[config.mk]
export PLATFORM = sky130hd
export DESIGN_NAME = codeword_scan_ctrl
export DESIGN_NICKNAME = d
export VERILOG_FILES = /design/src/rtl/codeword_scan_ctrl_pkg.sv /design/src/rtl/scan_window_timer.sv /design/src/rtl/codeword_scan_ctrl.sv
export SDC_FILE = /design/constraint.sdc
export NUM_CORES = 1
export LEC_CHECK = 0
export ABC_AREA = 1
export CAP_MARGIN = 20
export CORE_MARGIN = 1.5
export CORE_UTILIZATION = 38
export DETAILED_ROUTE_END_ITERATION = 10
export PLACE_DENSITY_LB_ADDON = 0.12
export SYNTH_ARGS = -nofsm -noshare
export SYNTH_HDL_FRONTEND = slang
export SYNTH_SLANG_ARGS = --single-unit
[constraint.sdc]
create_clock -name clk -period 2.27 [get_ports clk]
set_input_delay 0.227 -clock clk [delete_from_list [all_inputs] [get_ports clk]]
set_output_delay 0.227 -clock clk [all_outputs]
set_load 0.1 [all_outputs]
[src/rtl/codeword_scan_ctrl_pkg.sv]
// Shared state encoding and default widths for the codeword scan controller.
package codeword_scan_ctrl_pkg;

   localparam int WIN_W_DEF = 16;
   localparam int CNT_W_DEF = 8;

   typedef enum logic [1:0] {
      IDLE = 2'b00,
      ARM  = 2'b01,
      SCAN = 2'b10,
      DONE = 2'b11
   } scan_state_e;

endpackage

[src/rtl/scan_window_timer.sv]
// Window down-counter: loads the window length, decrements once per scan cycle,
// and flags the last cycle of the window (timer == 1).
module scan_window_timer
   import codeword_scan_ctrl_pkg::*;
#(
   parameter int WIN_W = WIN_W_DEF
) (
   input  logic             clk,
   input  logic             reset_n,
   input  logic             load,
   input  logic [WIN_W-1:0] load_val,
   input  logic             dec,
   output logic [WIN_W-1:0] timer,
   output logic             last
);

   logic [WIN_W-1:0] timer_q, timer_d;

   always_comb begin
      timer_d = timer_q;
      if (load) begin
         timer_d = load_val;
      end else if (dec && (timer_q != '0)) begin
         timer_d = timer_q - 1'b1;
      end
   end

   always_ff @(posedge clk or negedge reset_n) begin
      if (!reset_n) begin
         timer_q <= '0;
      end else begin
         timer_q <= timer_d;
      end
   end

   assign timer = timer_q;
   assign last  = (timer_q == WIN_W'(1));

endmodule

[src/rtl/codeword_scan_ctrl.sv]
// Scan-session sequencer for one 1110-pattern detector: clear, count hits over a window,
// early stop on threshold, hold result behind valid/ready. Optional SCAN_FIRST_HIT_EN adds res_first.
//
// state | meaning
// IDLE  | waiting for start; last result fields still visible
// ARM   | one cycle: detector cleared, window timer loaded
// SCAN  | counting det_flag pulses until window ends or threshold reached
// DONE  | result valid, waiting for res_ready
module codeword_scan_ctrl
   import codeword_scan_ctrl_pkg::*;
#(
   parameter int WIN_W = WIN_W_DEF,
   parameter int CNT_W = CNT_W_DEF
) (
   input  logic             clk,
   input  logic             reset_n,
   input  logic             start,
   input  logic             abort,
   input  logic [WIN_W-1:0] win_len,
   input  logic [CNT_W-1:0] threshold,
   input  logic             det_flag,
   output logic             det_clr,
   output logic             busy,
   output logic             res_valid,
   input  logic             res_ready,
   output logic [CNT_W-1:0] res_count,
   output logic             res_hit,
   output logic             res_ovf,
`ifdef SCAN_FIRST_HIT_EN
   output logic [WIN_W-1:0] res_first,
`endif
   output logic [1:0]       state
);

   scan_state_e      state_q, state_d;
   logic [WIN_W-1:0] win_q, win_d;
   logic [CNT_W-1:0] thr_q, thr_d;
   logic [CNT_W-1:0] count_q, count_d;
   logic             hit_q, hit_d;
   logic             ovf_q, ovf_d;
   logic [WIN_W-1:0] timer_val;
   logic             timer_last;
   logic [CNT_W-1:0] count_inc;
   logic             cnt_sat;
   logic             hit_in;
   logic             thr_reach;
   logic             window_end;

   scan_window_timer #(.WIN_W(WIN_W)) u_timer (
      .clk      (clk),
      .reset_n  (reset_n),
      .load     (state_q == ARM),
      .load_val (win_q),
      .dec      (state_q == SCAN),
      .timer    (timer_val),
      .last     (timer_last)
   );

   assign count_inc  = count_q + 1'b1;
   assign cnt_sat    = &count_q;
   assign hit_in     = (state_q == SCAN) && det_flag;
   assign thr_reach  = hit_in && !cnt_sat && (thr_q != '0) && (count_inc == thr_q);
   // A zero timer in SCAN cannot occur normally; treat it as end of window rather than run forever.
   assign window_end = timer_last || (timer_val == '0);

   always_ff @(posedge clk or negedge reset_n) begin
      if (!reset_n) begin
         state_q <= IDLE;
      end else begin
         state_q <= state_d;
      end
   end

   always_comb begin
      state_d = state_q;
      case (state_q)
         IDLE: if (start) state_d = ARM;
         ARM: begin
            if (abort)              state_d = IDLE;
            else if (win_q == '0)   state_d = DONE;
            else                    state_d = SCAN;
         end
         SCAN: begin
            if (abort)                        state_d = IDLE;
            else if (thr_reach || window_end) state_d = DONE;
         end
         DONE: if (res_ready) state_d = IDLE;
         default: state_d = IDLE;
      endcase
   end

   always_comb begin
      busy      = (state_q != IDLE);
      det_clr   = (state_q == ARM);
      res_valid = (state_q == DONE);
      res_count = count_q;
      res_hit   = hit_q;
      res_ovf   = ovf_q;
      state     = state_q;
   end

   always_comb begin
      win_d   = win_q;
      thr_d   = thr_q;
      count_d = count_q;
      hit_d   = hit_q;
      ovf_d   = ovf_q;
      if ((state_q == IDLE) && start) begin
         win_d   = win_len;
         thr_d   = threshold;
         count_d = '0;
         hit_d   = 1'b0;
         ovf_d   = 1'b0;
      end else if (hit_in && !abort) begin
         if (cnt_sat) ovf_d   = 1'b1;
         else         count_d = count_inc;
         if (thr_reach) hit_d = 1'b1;
      end
   end

   always_ff @(posedge clk or negedge reset_n) begin
      if (!reset_n) begin
         win_q   <= '0;
         thr_q   <= '0;
         count_q <= '0;
         hit_q   <= 1'b0;
         ovf_q   <= 1'b0;
      end else begin
         win_q   <= win_d;
         thr_q   <= thr_d;
         count_q <= count_d;
         hit_q   <= hit_d;
         ovf_q   <= ovf_d;
      end
   end

`ifdef SCAN_FIRST_HIT_EN
   logic [WIN_W-1:0] first_q, first_d;

   // Scan index is how far the timer has moved from the loaded window length.
   always_comb begin
      first_d = first_q;
      if ((state_q == IDLE) && start) begin
         first_d = '1;
      end else if (hit_in && !abort && (count_q == '0) && !ovf_q) begin
         first_d = win_q - timer_val;
      end
   end

   always_ff @(posedge clk or negedge reset_n) begin
      if (!reset_n) begin
         first_q <= '0;
      end else begin
         first_q <= first_d;
      end
   end

   assign res_first = first_q;
`endif

endmodule
==> reports/qor.txt, run 1 <==
CLOCK TREE
------------------------------------------------------------------------------------------------------
Number of buffers added by the clock tree synthesis step ................................            5
H-tree depth ............................................................................            2
Clock transition at the register clock pins on the worst setup and hold paths after CTS .      0.10 ns
Worst-Skew Late Latency .................................................................      0.31 ns
Clock tree from TritonCTS ...............................................................        built
Count of instances resized after the clock tree is built ................................            0
TritonCTS sink count ....................................................................           52
Clk root buf ............................................................................     clkbuf_8
CTS max path bufs .......................................................................            2

YOSYS
------------------------------------------------------------------------------------------------------
Cell area after technology mapping ......................................................  0.00299 mm2
Cell with the most instances after synthesis ............................................      nand2_1
Number of flops mapped to enable cells by yosys .........................................            0
Largest area contributor in the synthesized netlist .....................................      dfrtp_1
Post-synthesis instance total ...........................................................          396
Biggest area contributors in the synthesized netlist .................................... dfrtp_1 (44%), nand2_1 (18%), nand3_1 (6.5%), inv_1 (4.5%), nor2_1 (3.1%)
Seq/Total Area, Yosys ...................................................................        0.435
Proportion of synthesized flip-flops having asynchronous set or reset ...................         1.00
Most used flip-flop cell after synthesis ................................................      dfrtp_1
Share of Yosys cell area claimed by the top area cell type ..............................        0.435
Number of distinct standard cells referenced by the synthesized netlist .................           37
Syn avg cell area .......................................................................     7.55 um2
List of most frequent post-synthesis cells .............................................. nand2_1 (142), dfrtp_1 (52), nand3_1 (39), inv_1 (36), nor2_1 (25)
Post-synth net total ....................................................................          430
Ys Warns ................................................................................            0
Flops & latches, synth ..................................................................           52

CELLS AND AREA
------------------------------------------------------------------------------------------------------
Final std cells w/o fill ................................................................          549
Share of cells above drive strength 1 ...................................................        0.152
Count of fill cells added during filler insertion .......................................          826
Post-layout net count ...................................................................          480
Number of inserted diodes ...............................................................            0
Area Overhead vs Synth ..................................................................        22.4%

STATUS
------------------------------------------------------------------------------------------------------
Outcome ................................................................................. complete, no violations

POWER
------------------------------------------------------------------------------------------------------
Share of total power in sequential cells ................................................        0.355
Cell internal pwr .......................................................................      2.44 mW
Net Sw Frac .............................................................................        0.487
Power share of the combinational group ..................................................        0.499
Power spent charging and discharging nets ...............................................      2.32 mW
Peak ir drop on the vdd network .........................................................     0.495 mV
Leak pwr ................................................................................      1.72 nW
Clock power share .......................................................................        0.146
PD cells ................................................................................  1300 mW/mm2

CRITICAL PATH
------------------------------------------------------------------------------------------------------
Logic depth of the worst register-to-register path ......................................           11
Reg-to-reg critical path startpoint ..................................................... res_count[0]
Worst path required time ................................................................      2.04 ns
Worst reg-to-reg setup slack ............................................................      0.49 ns
Category of the critical setup timing path .............................................. flop to primary output
Critical Path AT ........................................................................      1.56 ns
Worst-path maximum fanout ...............................................................           16
Crit end category ....................................................................... primary output
Reg2Reg Capture Point ...................................................................     state[1]
Startpoint class of the critical path ...................................................         flop

TIMING
------------------------------------------------------------------------------------------------------
Number of pins with negative max-slew slack in the final report .........................            0
Setup_tns ...............................................................................         0 ns
Final Hold Viols ........................................................................            0
Clock tree skew after final layout ......................................................   0.00975 ns
Slew at the pin closest to its max-slew limit ...........................................     0.621 ns
Slew HR .................................................................................        0.586
Minimum setup slack in the final design .................................................     0.483 ns
Final worst hold slack ..................................................................     0.446 ns
Post-layout minimum cycle time ..........................................................      1.79 ns
Peak Freq ...............................................................................      560 MHz
Post-route clock period utilization .....................................................        0.787
RSZ-0062 raised after global routing ....................................................           no
Setup-failing EPs final .................................................................            0

FLOORPLAN
------------------------------------------------------------------------------------------------------
Area of the die .........................................................................  0.00841 mm2
Number of placed I/O pins ...............................................................           45
Die Span X ..............................................................................      91.7 um
Vertical die dimension ..................................................................      91.7 um
Site Rows ...............................................................................           32
Area of the core region .................................................................  0.00769 mm2
Initial cell density of the core ........................................................        0.389

DRT
------------------------------------------------------------------------------------------------------
Via Count ...............................................................................         2684
Avg WL per Cell .........................................................................      13.4 um
Avg Vias per Cell .......................................................................         4.89
First-pass DRT Iterations ...............................................................            4
Post-detailed-route count of antenna-violating nets .....................................            0
DRC violation total after the first TritonRoute iteration ...............................          142
Total Wirelength ........................................................................      7.35 mm
Post-detailed-route DRC marker count ....................................................            0

HOLD PATH
------------------------------------------------------------------------------------------------------
Endpoint, Worst Hold ....................................................................    win_q[13]
Type of the most critical hold path ..................................................... primary input to flop
Hold path startpoint ....................................................................  win_len[13]
Number of instances on the worst hold path ..............................................            3

GLOBAL ROUTE
------------------------------------------------------------------------------------------------------
Number of antenna violations at the first check in global routing .......................            0
Number of global-route vias before repair ...............................................         2623
Overall track demand over capacity in global routing ....................................        0.190
Global-route wire length before repair ..................................................      12.5 mm
Maximum number of pins on one net before global-route repair ............................           27
Global-route congestion overflow total ..................................................            0

JOB
------------------------------------------------------------------------------------------------------
Max-cap violations ......................................................................            0

PLACED DESIGN
------------------------------------------------------------------------------------------------------
Final estimated routing congestion in global placement ..................................        0.845
PortBufs ................................................................................           44
Place WS ................................................................................     0.490 ns
Post-DP HPWL ............................................................................      5.69 mm
Total placed cells including tap cells ..................................................          540

[cells in the final DEF, fill, tap and decap left out, types with 4 or more instances in the layout]
cell type and n:
dfrtp_1 52, nor2_2 9, nand2_1 142, o21ai_0 11, nand3_2 6, ha_1 4
o22ai_1 6, nor2_1 25, inv_1 36, a21oi_1 5, clkbuf_8 7, inv_2 5
nor2_4 4, o211ai_1 9, nand2_2 6, xor2_1 4, clkdlybuf4s50_1 28, nor4_1 4
nand3_1 39, buf_4 19
[through the flow]
stage          power [mW]   util  area, um2
2_1_floorplan        3.47      -       2990
3_3_place_gp         4.08  0.458       3520
3_5_place_dp         4.10  0.458       3520
4_1_cts              4.81  0.476       3660
5_1_grt              5.17  0.476       3660
6_report             4.76  0.476       3660
[layout make-up]
type | instances | area (um2) | area share
Clock buffer | 7 | 96.3 | 0.0263
Clock inverter | 1 | 30.0 | 0.00821
Inverter | 43 | 164 | 0.0448
Multi-Input combinational cell | 294 | 1480 | 0.405
Sequential cell | 52 | 1300 | 0.356
Tap cell | 102 | 128 | 0.0349
Timing Repair Buffer | 50 | 458 | 0.125
[flip-flops by register name, summed over array words and instances (netlist names)]
register       cells
win_q             16
thr_q              8
u_timer.timer     16
res_hit            1
res_ovf            1
state              2
res_count          8
[worst max-delay path, cell delays in order, from the launching register on]
cell	delay, ns
dfrtp_1	0.43
inv_1	0.06
nand2_1	0.05
inv_1	0.46
buf_12	0.25
[cells by family (layout without fill, tap and decap cells)]
group,Yosys count,count (layout),share of synthesized area
fa+ha+maj,4,4,0.0167
buf+inv,50,101,0.0690
compound gates,37,37,0.0770
xor+xnor,5,5,0.0146
simple gates,248,248,0.387
flops,52,52,0.435
[repair_timing]
item / in CTS / in global routing
hold buffers: 1 / 0
setup buffers: 0 / 0
endpoints found under the hold margin: 24 / 0
[worst max path at each step]
| stage | startpoint | endpoint | cells past startpoint | slack, ns |
|---|---|---|---|---|
| final | state[1] | det_clr | 4 | 0.48 |
| after global routing | res_count[0] | state[0] | 12 | 0.27 |
| after CTS | state[1] | det_clr | 4 | 0.45 |
| after detailed placement | abort | res_count[6] | 6 | 0.49 |
| after global placement | abort | res_count[6] | 6 | 0.53 |
| after floorplan | res_count[0] | state[1] | 10 | 0.03 |
[per-layer routing]
metal,wire length (um),vias up,track usage
li1,-,1383,-
met1,3370,1260,0.242
met2,3680,31,0.329
met3,161,10,0.0340
met4,131,0,0.0551
met5,0,-,0
[power groups by stage]
stage | registers [mW] | clock network [mW] | logic, mW
after CTS | 1.69 | 0.713 | 2.40
after detailed placement | 1.71 | 0 | 2.39
after global routing | 1.75 | 0.750 | 2.66
final | 1.69 | 0.694 | 2.37
after floorplan | 1.88 | 0 | 1.58
after global placement | 1.71 | 0 | 2.38
No activity file was read; power rests on OpenSTA's default activity.
==> run 2, diff against run 1 <==
Clock period 2.27 ns to 1.88 ns, I/O delays scaled along.
==> run 2 against run 1 <==
Net effect:
- clock skew is 0.0048 ns lower
- critical path type is now flop to flop
- wire length is 5.3% higher
- worst setup slack worse by 0.27 ns
- sequential power is 21% higher
- sequential share of layout area is 0.28 points lower
- design area is 1.7% higher
- largest cell class unchanged
- first-iteration DRC count is 4.9% lower
==> reports/qor.txt, run 2 (synthesis results as in run 1) <==
FLOORPLAN
------------------------------------------------------------------------------------------------------
Initial cell density of the core ........................................................        0.389
Vertical die dimension ..................................................................      91.7 um
Area of the die .........................................................................  0.00841 mm2
Die Span X ..............................................................................      91.7 um
Site Rows ...............................................................................           32
Number of placed I/O pins ...............................................................           45
Area of the core region .................................................................  0.00769 mm2

CLOCK TREE
------------------------------------------------------------------------------------------------------
CTS max path bufs .......................................................................            2
Clk root buf ............................................................................     clkbuf_8
H-tree depth ............................................................................            2
TritonCTS sink count ....................................................................           52
Worst-Skew Late Latency .................................................................      0.32 ns
Clock transition at the register clock pins on the worst setup and hold paths after CTS .      0.10 ns
Number of buffers added by the clock tree synthesis step ................................            5
Clock tree from TritonCTS ...............................................................        built

TIMING
------------------------------------------------------------------------------------------------------
Final worst hold slack ..................................................................     0.382 ns
Post-layout minimum cycle time ..........................................................      1.67 ns
Final Hold Viols ........................................................................            0
Number of pins with negative max-slew slack in the final report .........................            0
Minimum setup slack in the final design .................................................     0.212 ns
RSZ-0062 raised after global routing ....................................................           no
Peak Freq ...............................................................................      600 MHz
Post-route clock period utilization .....................................................        0.887
Slew at the pin closest to its max-slew limit ...........................................     0.382 ns
Setup-failing EPs final .................................................................            0
Slew HR .................................................................................        0.743
Setup_tns ...............................................................................         0 ns
Clock tree skew after final layout ......................................................   0.00496 ns

GLOBAL ROUTE
------------------------------------------------------------------------------------------------------
Overall track demand over capacity in global routing ....................................        0.203
Global-route wire length before repair ..................................................      13.6 mm
Number of antenna violations at the first check in global routing .......................            0
Global-route congestion overflow total ..................................................            0
Maximum number of pins on one net before global-route repair ............................           53
Number of global-route vias before repair ...............................................         2749

CELLS AND AREA
------------------------------------------------------------------------------------------------------
Share of cells above drive strength 1 ...................................................        0.186
Number of inserted diodes ...............................................................            0
Fraction of the core area covered by cells at the end of the flow .......................        0.484
Area Overhead vs Synth ..................................................................        24.4%
Most frequent cells in the layout ....................................................... nand2_1 (141), dfrtp_1 (43), nand3_1 (39)
Post-layout net count ...................................................................          485
Count of fill cells added during filler insertion .......................................          794
Most frequent standard cell in the layout excluding fill and tap cells ..................      nand2_1

DRT
------------------------------------------------------------------------------------------------------
Total Wirelength ........................................................................      7.74 mm
Post-detailed-route DRC marker count ....................................................            0
First-pass DRT Iterations ...............................................................            4
Avg WL per Cell .........................................................................      14.0 um
Avg Vias per Cell .......................................................................         4.99
DRC violation total after the first TritonRoute iteration ...............................          135
Post-detailed-route count of antenna-violating nets .....................................            0
Via Count ...............................................................................         2762

CRITICAL PATH
------------------------------------------------------------------------------------------------------
Crit end category .......................................................................         flop
Startpoint class of the critical path ...................................................         flop
Worst path required time ................................................................      2.11 ns
Critical Path AT ........................................................................      1.90 ns
Category of the critical setup timing path .............................................. flop to flop
Worst-path maximum fanout ...............................................................           12

PLACED DESIGN
------------------------------------------------------------------------------------------------------
Place WS ................................................................................     0.136 ns
Final estimated routing congestion in global placement ..................................        0.933
Post-DP HPWL ............................................................................      5.76 mm
PortBufs ................................................................................           44

POWER
------------------------------------------------------------------------------------------------------
Total Power Consumption .................................................................      5.78 mW
PD cells ................................................................................  1550 mW/mm2
Peak ir drop on the vdd network .........................................................     0.559 mV
Leak pwr ................................................................................      1.73 nW

HOLD PATH
------------------------------------------------------------------------------------------------------
Type of the most critical hold path ..................................................... primary input to asynchronous set/reset pin

STATUS
------------------------------------------------------------------------------------------------------
Outcome ................................................................................. complete, no violations

JOB
------------------------------------------------------------------------------------------------------
Max-cap violations ......................................................................            0

[run 2: changes by cell type in the layout (fill, tap and decap cells not counted), moves of 2 or more]
cell	change
inv_6	+2
dfrtp_1	-9
dfrtp_2	+9
clkbuf_8	-2
buf_12	+3
buf_4	+2
[run 2: final timing paths]
kind                            slack, ns               end               from  cells after the start
worst max-delay path                 0.21  u_timer.timer[8]  u_timer.timer[13]                      9
worst min-delay path                 0.38  u_timer.timer[1]            reset_n                      3
worst max register to register       0.21  u_timer.timer[8]  u_timer.timer[13]                      9
worst min register to register       0.51         win_q[10]          win_q[10]                      2
max in group asynchronous            1.23      res_count[5]            reset_n                      3
min in group clk                     0.40         win_q[10]        win_len[10]                      3
[run 2: metal layers]
metal	up-vias	routed length (um)	track usage	part of all wire
met1	1311	3560	0.265	0.46
met3	8	218	0.0290	0.028
met2	45	3880	0.352	0.50
met5	-	0	0	0
li1	1398	-	-	-
met4	0	84	0.0526	0.011
[run 2: worst max-delay path: stages, from the launching register on]
cell	delay (ns)
dfrtp_1	0.42
nor2_1	0.18
nand2_1	0.11
nor3_2	0.22
nand2_1	0.13
nand2_4	0.17
inv_4	0.10
nand3_1	0.10
nand3_1	0.07
o211ai_1	0.09
[run 2: final cells by class]
class                   count  area [um2]  share of cell area
flip-flops and latches     52        1310               0.353
clock inverters             3        25.0             0.00672
repair buffers             55         533               0.143
clock buffers               5        68.8              0.0185
inverters                  43         166              0.0447
multi-input cells         294        1490               0.400
well taps                 102         128              0.0343
[run 2: metrics by stage]
| stage | cells | cell area (um2) |
|---|---|---|
| after global placement | 543 | 3600 |
| after floorplan | 396 | 3000 |
| after detailed placement | 543 | 3600 |
| final | 554 | 3720 |
| after CTS | 552 | 3700 |
| after global routing | 554 | 3720 |
[run 2: timing repair]
action                                  4_1_cts  5_1_grt
hold endpoints to repair                     52        0
hold buffers                                  1        0
resized for setup                             0        2
setup buffers                                 0        2
endpoints found under the setup margin        0        4
[run 2: report_power, final]
part	leakage (nW)	total [mW]	switching, mW	internal, mW
sequential	0.645	2.05	0.469	1.58
combinational	1.03	3.03	2.01	1.02
clock	0.0452	0.694	0.422	0.273
==> run 3, diff against run 2 <==
Settings changed: CORE_MARGIN 1.5 to not set, CTS_CLUSTER_SIZE set to 8, SETUP_SLACK_MARGIN set to 0.1.
==> run 3 against run 2 <==
Net effect:
- total power up 1.7%
- clock skew up 0.0091 ns
- critical path type unchanged
- register-to-register slack worse by 0.03 ns
==> reports/qor.txt, run 3 (synthesis results as in run 1) <==
DRT
------------------------------------------------------------------------------------------------------
Total Wirelength ........................................................................      7.63 mm
First-pass DRT Iterations ...............................................................            5
Avg WL per Cell .........................................................................      13.8 um
Via Count ...............................................................................         2743
Post-detailed-route DRC marker count ....................................................            0
Post-detailed-route count of antenna-violating nets .....................................            0
DRC violation total after the first TritonRoute iteration ...............................          160
Avg Vias per Cell .......................................................................         4.96

TIMING
------------------------------------------------------------------------------------------------------
Clock tree skew after final layout ......................................................    0.0141 ns
Final Hold Viols ........................................................................            0
Number of pins with negative max-slew slack in the final report .........................            0
Setup-failing EPs final .................................................................            0
Slew HR .................................................................................        0.672
RSZ-0062 raised after global routing ....................................................          yes
Peak Freq ...............................................................................      588 MHz
Post-route clock period utilization .....................................................        0.904
Setup_tns ...............................................................................         0 ns
Minimum setup slack in the final design .................................................     0.180 ns
Slew at the pin closest to its max-slew limit ...........................................     0.492 ns
Post-layout minimum cycle time ..........................................................      1.70 ns

CELLS AND AREA
------------------------------------------------------------------------------------------------------
Final instance area .....................................................................  0.00380 mm2
Share of cells above drive strength 1 ...................................................        0.216
Area used by multi-input combinational logic ............................................  0.00154 mm2
Storage cell area .......................................................................  0.00132 mm2
Post-layout net count ...................................................................          487
Count of fill cells added during filler insertion .......................................          749
Most frequent cells in the layout ....................................................... nand2_1 (138), dfrtp_1 (43), nand3_1 (36)
Most frequent standard cell in the layout excluding fill and tap cells ..................      nand2_1
Number of inserted diodes ...............................................................            0
Area Overhead vs Synth ..................................................................        27.0%

GLOBAL ROUTE
------------------------------------------------------------------------------------------------------
Overall track demand over capacity in global routing ....................................        0.197
Global-route congestion overflow total ..................................................            0
Global-route wire length before repair ..................................................      12.9 mm
Maximum number of pins on one net before global-route repair ............................           35
Number of global-route vias before repair ...............................................         2631
Number of antenna violations at the first check in global routing .......................            0

CLOCK TREE
------------------------------------------------------------------------------------------------------
Worst-Skew Late Latency .................................................................      0.31 ns
Clk root buf ............................................................................     clkbuf_8
Clock tree from TritonCTS ...............................................................        built
CTS max path bufs .......................................................................            2
Clock transition at the register clock pins on the worst setup and hold paths after CTS .      0.11 ns
TritonCTS sink count ....................................................................           52
Number of buffers added by the clock tree synthesis step ................................            5
H-tree depth ............................................................................            2

POWER
------------------------------------------------------------------------------------------------------
Cell internal pwr .......................................................................      2.93 mW
PD cells ................................................................................  1550 mW/mm2
Net Sw Frac .............................................................................        0.501
Leak pwr ................................................................................      1.75 nW
Share of total power in sequential cells ................................................        0.354
Power share of the combinational group ..................................................        0.532
Power spent charging and discharging nets ...............................................      2.94 mW
Total Power Consumption .................................................................      5.87 mW
Clock power share .......................................................................        0.113
Peak ir drop on the vdd network .........................................................     0.479 mV

CRITICAL PATH
------------------------------------------------------------------------------------------------------
Critical path destination ...............................................................     state[1]
Startpoint class of the critical path ...................................................         flop
Reg2Reg Capture Point ...................................................................     state[1]
Worst path required time ................................................................      2.06 ns
Worst reg-to-reg setup slack ............................................................      0.18 ns
Worst-path maximum fanout ...............................................................            8
Crit end category .......................................................................         flop
Reg-to-reg critical path startpoint ..................................................... res_count[0]
Logic depth of the worst register-to-register path ......................................           10
Critical Path AT ........................................................................      1.88 ns
Launching instance or port of the critical path ......................................... res_count[0]
Category of the critical setup timing path .............................................. flop to flop

FLOORPLAN
------------------------------------------------------------------------------------------------------
Site Rows ...............................................................................           31
Vertical die dimension ..................................................................      90.7 um
Number of placed I/O pins ...............................................................           45
Area of the die .........................................................................  0.00823 mm2
Die Span X ..............................................................................      90.7 um
Area of the core region .................................................................  0.00745 mm2
Initial cell density of the core ........................................................        0.402

STATUS
------------------------------------------------------------------------------------------------------
Outcome ................................................................................. complete, no violations

PLACED DESIGN
------------------------------------------------------------------------------------------------------
PortBufs ................................................................................           44
Cell area after placement ...............................................................  0.00361 mm2
Post-DP HPWL ............................................................................      5.71 mm
Final estimated routing congestion in global placement ..................................        0.817
Place WS ................................................................................     0.104 ns

JOB
------------------------------------------------------------------------------------------------------
Max-cap violations ......................................................................            0

HOLD PATH
------------------------------------------------------------------------------------------------------
Type of the most critical hold path ..................................................... primary input to asynchronous set/reset pin

==> run 3: how the worst min path moves through the flow <==
stage                         to  slack, ns  cells past startpoint
2_1_floorplan       res_count[2]      -0.11                      0
3_3_place_gp            state[1]       0.19                      1
3_5_place_dp            state[1]       0.19                      1
4_1_cts        u_timer.timer[14]       0.38                      2
5_1_grt                win_q[15]       0.40                      3
6_report       u_timer.timer[14]       0.36                      2
==> run 3: power by group through the flow <==
stage               clock network (mW)  logic [mW]  registers (mW)
floorplan                            0        1.93            2.32
global placement                     0        2.98            2.08
detailed placement                   0        3.01            2.10
CTS                              0.694        3.10            2.07
global route                     0.739        3.47            2.15
finish                           0.666        3.13            2.08
==> run 3: layout make-up <==
class | count | area share
multi-input cells | 294 | 0.405
flip-flops and latches | 52 | 0.348
repair buffers | 57 | 0.145
inverters | 43 | 0.0448
well taps | 99 | 0.0326
clock buffers | 5 | 0.0181
clock inverters | 3 | 0.00560
==> run 3: repair_timing <==
item                       CTS  global route
hold endpoints to repair    18             0
setup endpoints to repair    2            13
hold buffers                 1             0
buffers inserted             3             2
pin swaps                    0             7
resized for setup            2            12
==> run 3: stage by stage <==
stage	hold WS (ns)	util	instances
after floorplan	-0.108	-	396
after global placement	0.185	0.485	539
after detailed placement	0.190	0.485	539
after CTS	0.383	0.502	551
after global routing	0.403	0.510	553
final	0.361	0.510	553
==> run 3: worst max-delay path, cell delays in order, from the launching register on <==
cell and delay (ns):
dfrtp_4 0.45, buf_6 0.12, inv_2 0.05, nor2_4 0.22
nand3_2 0.12, nand3_1 0.09, nand2_1 0.09, nor2_2 0.15
nand3_2 0.10, nand2_2 0.08, o211ai_1 0.09
==> run 3: layer usage <==
metal | vias up | GRT usage | share of wire | wire length, um
li1 | 1390 | - | - | -
met1 | 1275 | 0.287 | 0.50 | 3840
met2 | 70 | 0.304 | 0.45 | 3400
met3 | 8 | 0.0295 | 0.041 | 311
met4 | 0 | 0.0511 | 0.010 | 80
met5 | - | 0 | 0 | 0
